--- config.mk ---
export PLATFORM = sky130hd
export DESIGN_NAME = if_stage
export DESIGN_NICKNAME = d
export VERILOG_FILES = /design/src/rtl/if_stage.sv
export SDC_FILE = /design/constraint.sdc
export NUM_CORES = 1
export LEC_CHECK = 0
export CORE_MARGIN = 2
export CORE_UTILIZATION = 40
export CTS_BUF_LIST = sky130_fd_sc_hd__clkbuf_4 sky130_fd_sc_hd__clkbuf_8
export DETAILED_ROUTE_END_ITERATION = 8
export PLACE_DENSITY = 0.68
export SLEW_MARGIN = 20
export SYNTH_ARGS = -nofsm -noshare
export SYNTH_HDL_FRONTEND = slang
export SYNTH_SLANG_ARGS = --single-unit
--- constraint.sdc ---
create_clock -name clk -period 7.7 [get_ports clk]
set_clock_uncertainty 0.15 [all_clocks]
set_input_delay 1.155 -clock clk [delete_from_list [all_inputs] [get_ports clk]]
set_output_delay 1.155 -clock clk [all_outputs]
set_load 0.005 [all_outputs]
--- src/rtl/if_stage.sv ---
// Instruction-fetch stage: owns the PC, keeps one instruction-memory request
// in flight at a time and drives the IF/ID register read by decode. A stalled
// response is parked in a one-entry buffer, and a response that is still in
// flight when a redirect happens is drained and dropped, so no fetched word is
// lost or delivered twice.
module if_stage #(
    parameter logic [31:0] RESET_PC  = 32'h0000_0000,
    parameter logic [31:0] NOP_INSTR = 32'h0000_0013
) (
    input  logic        clk,
    input  logic        reset,
    output logic        imem_req,
    output logic [31:0] imem_addr,
    input  logic        imem_valid,
    input  logic [31:0] imem_rdata,
    input  logic        stall,
    input  logic        flush,
    input  logic        branch_taken,
    input  logic [31:0] branch_target,
    output logic [31:0] if_id_pc,
    output logic [31:0] if_id_pc4,
    output logic [31:0] if_id_instr,
    output logic        if_id_valid
);

    typedef enum logic [1:0] {
        S_FETCH = 2'd0,
        S_HOLD  = 2'd1,
        S_DRAIN = 2'd2
    } state_t;

    // Fetch-side state (stage 0)
    state_t      state_p0;
    state_t      state_nx;
    logic [31:0] pc_p0;
    logic [31:0] pc_nx;
    logic [31:0] buf_pc_p0;
    logic [31:0] buf_instr_p0;

    // IF/ID register (stage 1)
    logic [31:0] if_id_pc_p1;
    logic [31:0] if_id_pc4_p1;
    logic [31:0] if_id_instr_p1;
    logic        if_id_vld_p1;

    // Per-edge decisions from the FSM
    logic cap_buf;
    logic ld_mem;
    logic ld_buf;
    logic squash;

    // Sequential PC increment; 32-bit wrap is intended.
    function automatic logic [31:0] pc_inc(input logic [31:0] pc);
        return pc + 32'd4;
    endfunction

    // Redirect targets are always word aligned.
    function automatic logic [31:0] align_pc(input logic [31:0] addr);
        return addr & 32'hFFFF_FFFC;
    endfunction

    // The request is a pure decode of the state register; reset gates it so
    // nothing is requested while reset is held.
    assign imem_req  = (state_p0 == S_FETCH) && !reset;
    assign imem_addr = pc_p0;

    assign if_id_pc    = if_id_pc_p1;
    assign if_id_pc4   = if_id_pc4_p1;
    assign if_id_instr = if_id_instr_p1;
    assign if_id_valid = if_id_vld_p1;

    // FSM state register
    always_ff @(posedge clk or posedge reset) begin
        if (reset) begin
            state_p0 <= S_FETCH;
        end else begin
            state_p0 <= state_nx;
        end
    end

    // Next-state, next-PC and IF/ID load decisions
    always_comb begin
        state_nx = state_p0;
        pc_nx    = pc_p0;
        cap_buf  = 1'b0;
        ld_mem   = 1'b0;
        ld_buf   = 1'b0;
        squash   = 1'b0;
        if (branch_taken) begin
            // Redirect wins over stall, flush and the buffer. A request still
            // in flight must have its response swallowed before refetching.
            squash = 1'b1;
            pc_nx  = align_pc(branch_target);
            if ((state_p0 != S_HOLD) && !imem_valid) begin
                state_nx = S_DRAIN;
            end else begin
                state_nx = S_FETCH;
            end
        end else begin
            case (state_p0)
                S_FETCH: begin
                    if (imem_valid) begin
                        pc_nx = pc_inc(pc_p0);
                        if (flush) begin
                            squash = 1'b1;
                        end else if (stall) begin
                            cap_buf  = 1'b1;
                            state_nx = S_HOLD;
                        end else begin
                            ld_mem = 1'b1;
                        end
                    end else if (flush) begin
                        squash = 1'b1;
                    end
                end
                S_HOLD: begin
                    // PC already points past the buffered word, so a flush
                    // simply drops the buffer without rewinding.
                    if (flush) begin
                        squash   = 1'b1;
                        state_nx = S_FETCH;
                    end else if (!stall) begin
                        ld_buf   = 1'b1;
                        state_nx = S_FETCH;
                    end
                end
                S_DRAIN: begin
                    if (flush) begin
                        squash = 1'b1;
                    end
                    if (imem_valid) begin
                        state_nx = S_FETCH;
                    end
                end
                default: begin
                    state_nx = S_FETCH;
                end
            endcase
        end
    end

    // PC, stall buffer and IF/ID register updates
    always_ff @(posedge clk or posedge reset) begin
        if (reset) begin
            pc_p0          <= RESET_PC;
            buf_pc_p0      <= 32'd0;
            buf_instr_p0   <= 32'd0;
            if_id_pc_p1    <= 32'd0;
            if_id_pc4_p1   <= 32'd4;
            if_id_instr_p1 <= NOP_INSTR;
            if_id_vld_p1   <= 1'b0;
        end else begin
            pc_p0 <= pc_nx;
            if (cap_buf) begin
                buf_pc_p0    <= pc_p0;
                buf_instr_p0 <= imem_rdata;
            end
            if (squash) begin
                if_id_instr_p1 <= NOP_INSTR;
                if_id_vld_p1   <= 1'b0;
            end else if (ld_mem) begin
                if_id_pc_p1    <= pc_p0;
                if_id_pc4_p1   <= pc_inc(pc_p0);
                if_id_instr_p1 <= imem_rdata;
                if_id_vld_p1   <= 1'b1;
            end else if (ld_buf) begin
                if_id_pc_p1    <= buf_pc_p0;
                if_id_pc4_p1   <= pc_inc(buf_pc_p0);
                if_id_instr_p1 <= buf_instr_p0;
                if_id_vld_p1   <= 1'b1;
            end
        end
    end

endmodule

==> metrics.cfg <==
[run_status]
status=finished, final reports clean

[setup_path]
critPathMaxStageDelay_ps=710
critPathBufInv=2
crit_arrival_ps=4130
crit_slowest_cell=or3_4
path_cells=clkdlybuf4s50_1, or3b_1, or3_4, buf_4, mux2_4
cp_max_fo=38
endpoint_kind=flop
crit_path_start_kind=primary input
critPathRequiredTime_ps=7900
path_class=primary input to flop
critPathTopFamily=simple AND/OR/NAND/NOR gates

[cells_and_area]
final_cell_mix=190 x clkdlybuf4s50_1, 183 x dfrtp_1, 181 x nand2_1
fin_area_mm2=0.0120
seq_area_mm2=0.00468
drive_gt1_share_pct=10.8
fillers=2263
multi_input_area_mm2=0.00456
fin_nets=1168
syn_to_final_growth_pct=24.7
diodes=0
layout_commonest_cell=clkdlybuf4s50_1

[placed_design]
port_buffers=191
placed_area_mm2=0.0116
place_congestion=0.836
dp_hpwl_um=17500
post-place-ws_ps=3320

[clocking]
cts_sinks=187
clk_latency_ps=470
tritoncts=done
clockBufferDepth=2
cts.hold.buffers_added=0
clockRootBuffer=clkbuf_8
ctsResizeCount=0
ctsHtreeMaxLevel=4
clk_pin_slew_ps=90
cts_setup_buffers=0
cts_buffers=17

[timing]
finalCriticalPeriod_ps=3930
slew_violations=0
setup_viol_count_final=0
finalCritPeriodShare_pct=51.1
max_slew.worst_pin.slew_ps=1030
fmax_ghz=0.254
rsz0062_at_grt=no
relSlewSlack_pct=30.9
tns_ps=0
fin_ws_ps=3770
finalHoldViolCount=0

[synth]
async_reset_ff_share_pct=100
yosysSeqAreaShare_pct=48.6
synth_edf_count=0
ys_top_cells_by_area=dfrtp_1 47%, mux2_4 9.0%, nand2_1 7.0%
syn_avg_cell_area_um2=10.0
synth_seq_cells=187
yosys_warnings=0
synth-main-ff-cell=dfrtp_1
mappedNetlistArea_mm2=0.00965
synth_top_area_share_pct=47.5
yosys.cell_types.count=47
yosys.area.top_type=dfrtp_1
synthCells=964

[global_route]
antenna_found_initial=0
grt_pass1_vias=7684
grt_overflow=0
grt_max_degree=125
grt_use_total_pct=21.4
grt_pass1_wl_um=43500

[pwr]
leakagePower_nw=5.12
ir_drop_mv=0.117
pwr_density_cell_mw_per_mm2=230

[route]
postRouteAntennaNets=0
drt_iter0_drc=624
routed_wirelength_um=26600
remaining_drc_errors=0
vias_per_cell=5.38
num_vias=7678
wl_per_cell_um=18.6
first_pass_iters=5

[floorplan]
die_h_um=159
die_w_um=159
ios=200
die_area_mm2=0.0254
start_util_pct=41.0
core_mm2=0.0235
rows=56

[run]
cap_violations=0

[min_path]
hold_class=flop to flop

## layout make-up
| type | instances | area share (%) |
|---|---|---|
| Clock buffer | 19 | 2.07 |
| Clock inverter | 12 | 1.15 |
| Inverter | 5 | 0.218 |
| Multi-Input combinational cell | 686 | 37.9 |
| Sequential cell | 187 | 38.9 |
| Tap cell | 319 | 3.32 |
| Timing Repair Buffer | 199 | 16.4 |
## worst paths after layout
path	startpoint	end	slack [ps]	cells after the start
worst max-delay path	imem_valid	buf_instr_p0[31]	3770	5
worst min-delay path	if_id_pc4[2]	if_id_pc4[2]	310	2
worst max register to register	state_p0[0]	buf_instr_p0[31]	4610	4
worst min register to register	if_id_pc4[2]	if_id_pc4[2]	310	2
max in group asynchronous	reset	if_id_pc[30]	4820	3
min in group asynchronous	reset	buf_instr_p0[22]	1160	2
## registers in the layout, indices dropped and copies added, names as in the netlist
name,cells
buf_instr_p0,32
if_id_instr,32
buf_pc_p0,30
if_id_pc4,30
if_id_pc,30
imem_addr,30
state_p0,2
if_id_valid,1
## Yosys cell counts (2+ instances only)
cell      number
mux2_2         3
o21ai_0       72
or3_1          5
a22oi_1        2
clkbuf_1      56
xor2_1        37
nor2_1        55
and3_1         6
nand4_1       30
o21ai_1        3
o221ai_1      14
ha_1           2
o31a_1         2
xnor2_1       43
nor3_2         2
nand2b_1       2
buf_4          7
o21a_1         2
nand2_1      181
inv_1          5
a221o_1        2
mux2i_1       35
and2_1         6
a21oi_1        7
nor4_1        13
and4_1        10
nor3_1        18
nand3_1       25
nor3b_1        3
buf_1          4
mux2_4        58
dfrtp_1      183
o211ai_1       2
buf_2         15
buf_6          8
a31oi_1       32
dfstp_2        4
## power breakdown
part	switching (mW)	total, mW	internal [mW]
Combinational	0.259	0.713	0.454
Clock	0.371	0.669	0.297
Sequential	0.208	1.39	1.18
## kinds of logic (layout without fill, tap and decap cells)
logic type / Yosys count / count (layout) / share of synthesized area (%)
other cells: 1 / 6 / 0.0389
mux: 96 / 96 / 13.0
fa+ha+maj: 2 / 2 / 0.259
xor+xnor: 80 / 80 / 7.26
flops: 187 / 187 / 48.6
buf+inv: 96 / 235 / 4.84
simple gates: 362 / 362 / 17.4
compound gates: 140 / 140 / 8.64
## tightest hold or removal path: cells and delay by family, from the launching register on
| kind | cells | cell delay (ps) |
|---|---|---|
| flops | 1 | 370 |
| simple gates | 2 | 90 |
## routing by layer
layer	share of wire (%)	track usage, %	vias up
met2	46	33.5	268
met4	1.2	4.92	0
met1	48	31.0	3791
li1	-	-	3590
met5	0	0	-
met3	5.5	4.09	29
## metrics by stage
step	hold WS, ps	util (%)	power (mW)	cells
after global placement	298	49.4	2.10	1396
after floorplan	298	-	1.74	969
after CTS	319	51.1	2.79	1427
after detailed placement	305	49.4	2.12	1396
final	312	51.1	2.77	1427
after global routing	333	51.1	2.93	1427
No activity file was read; power rests on OpenSTA's default activity.
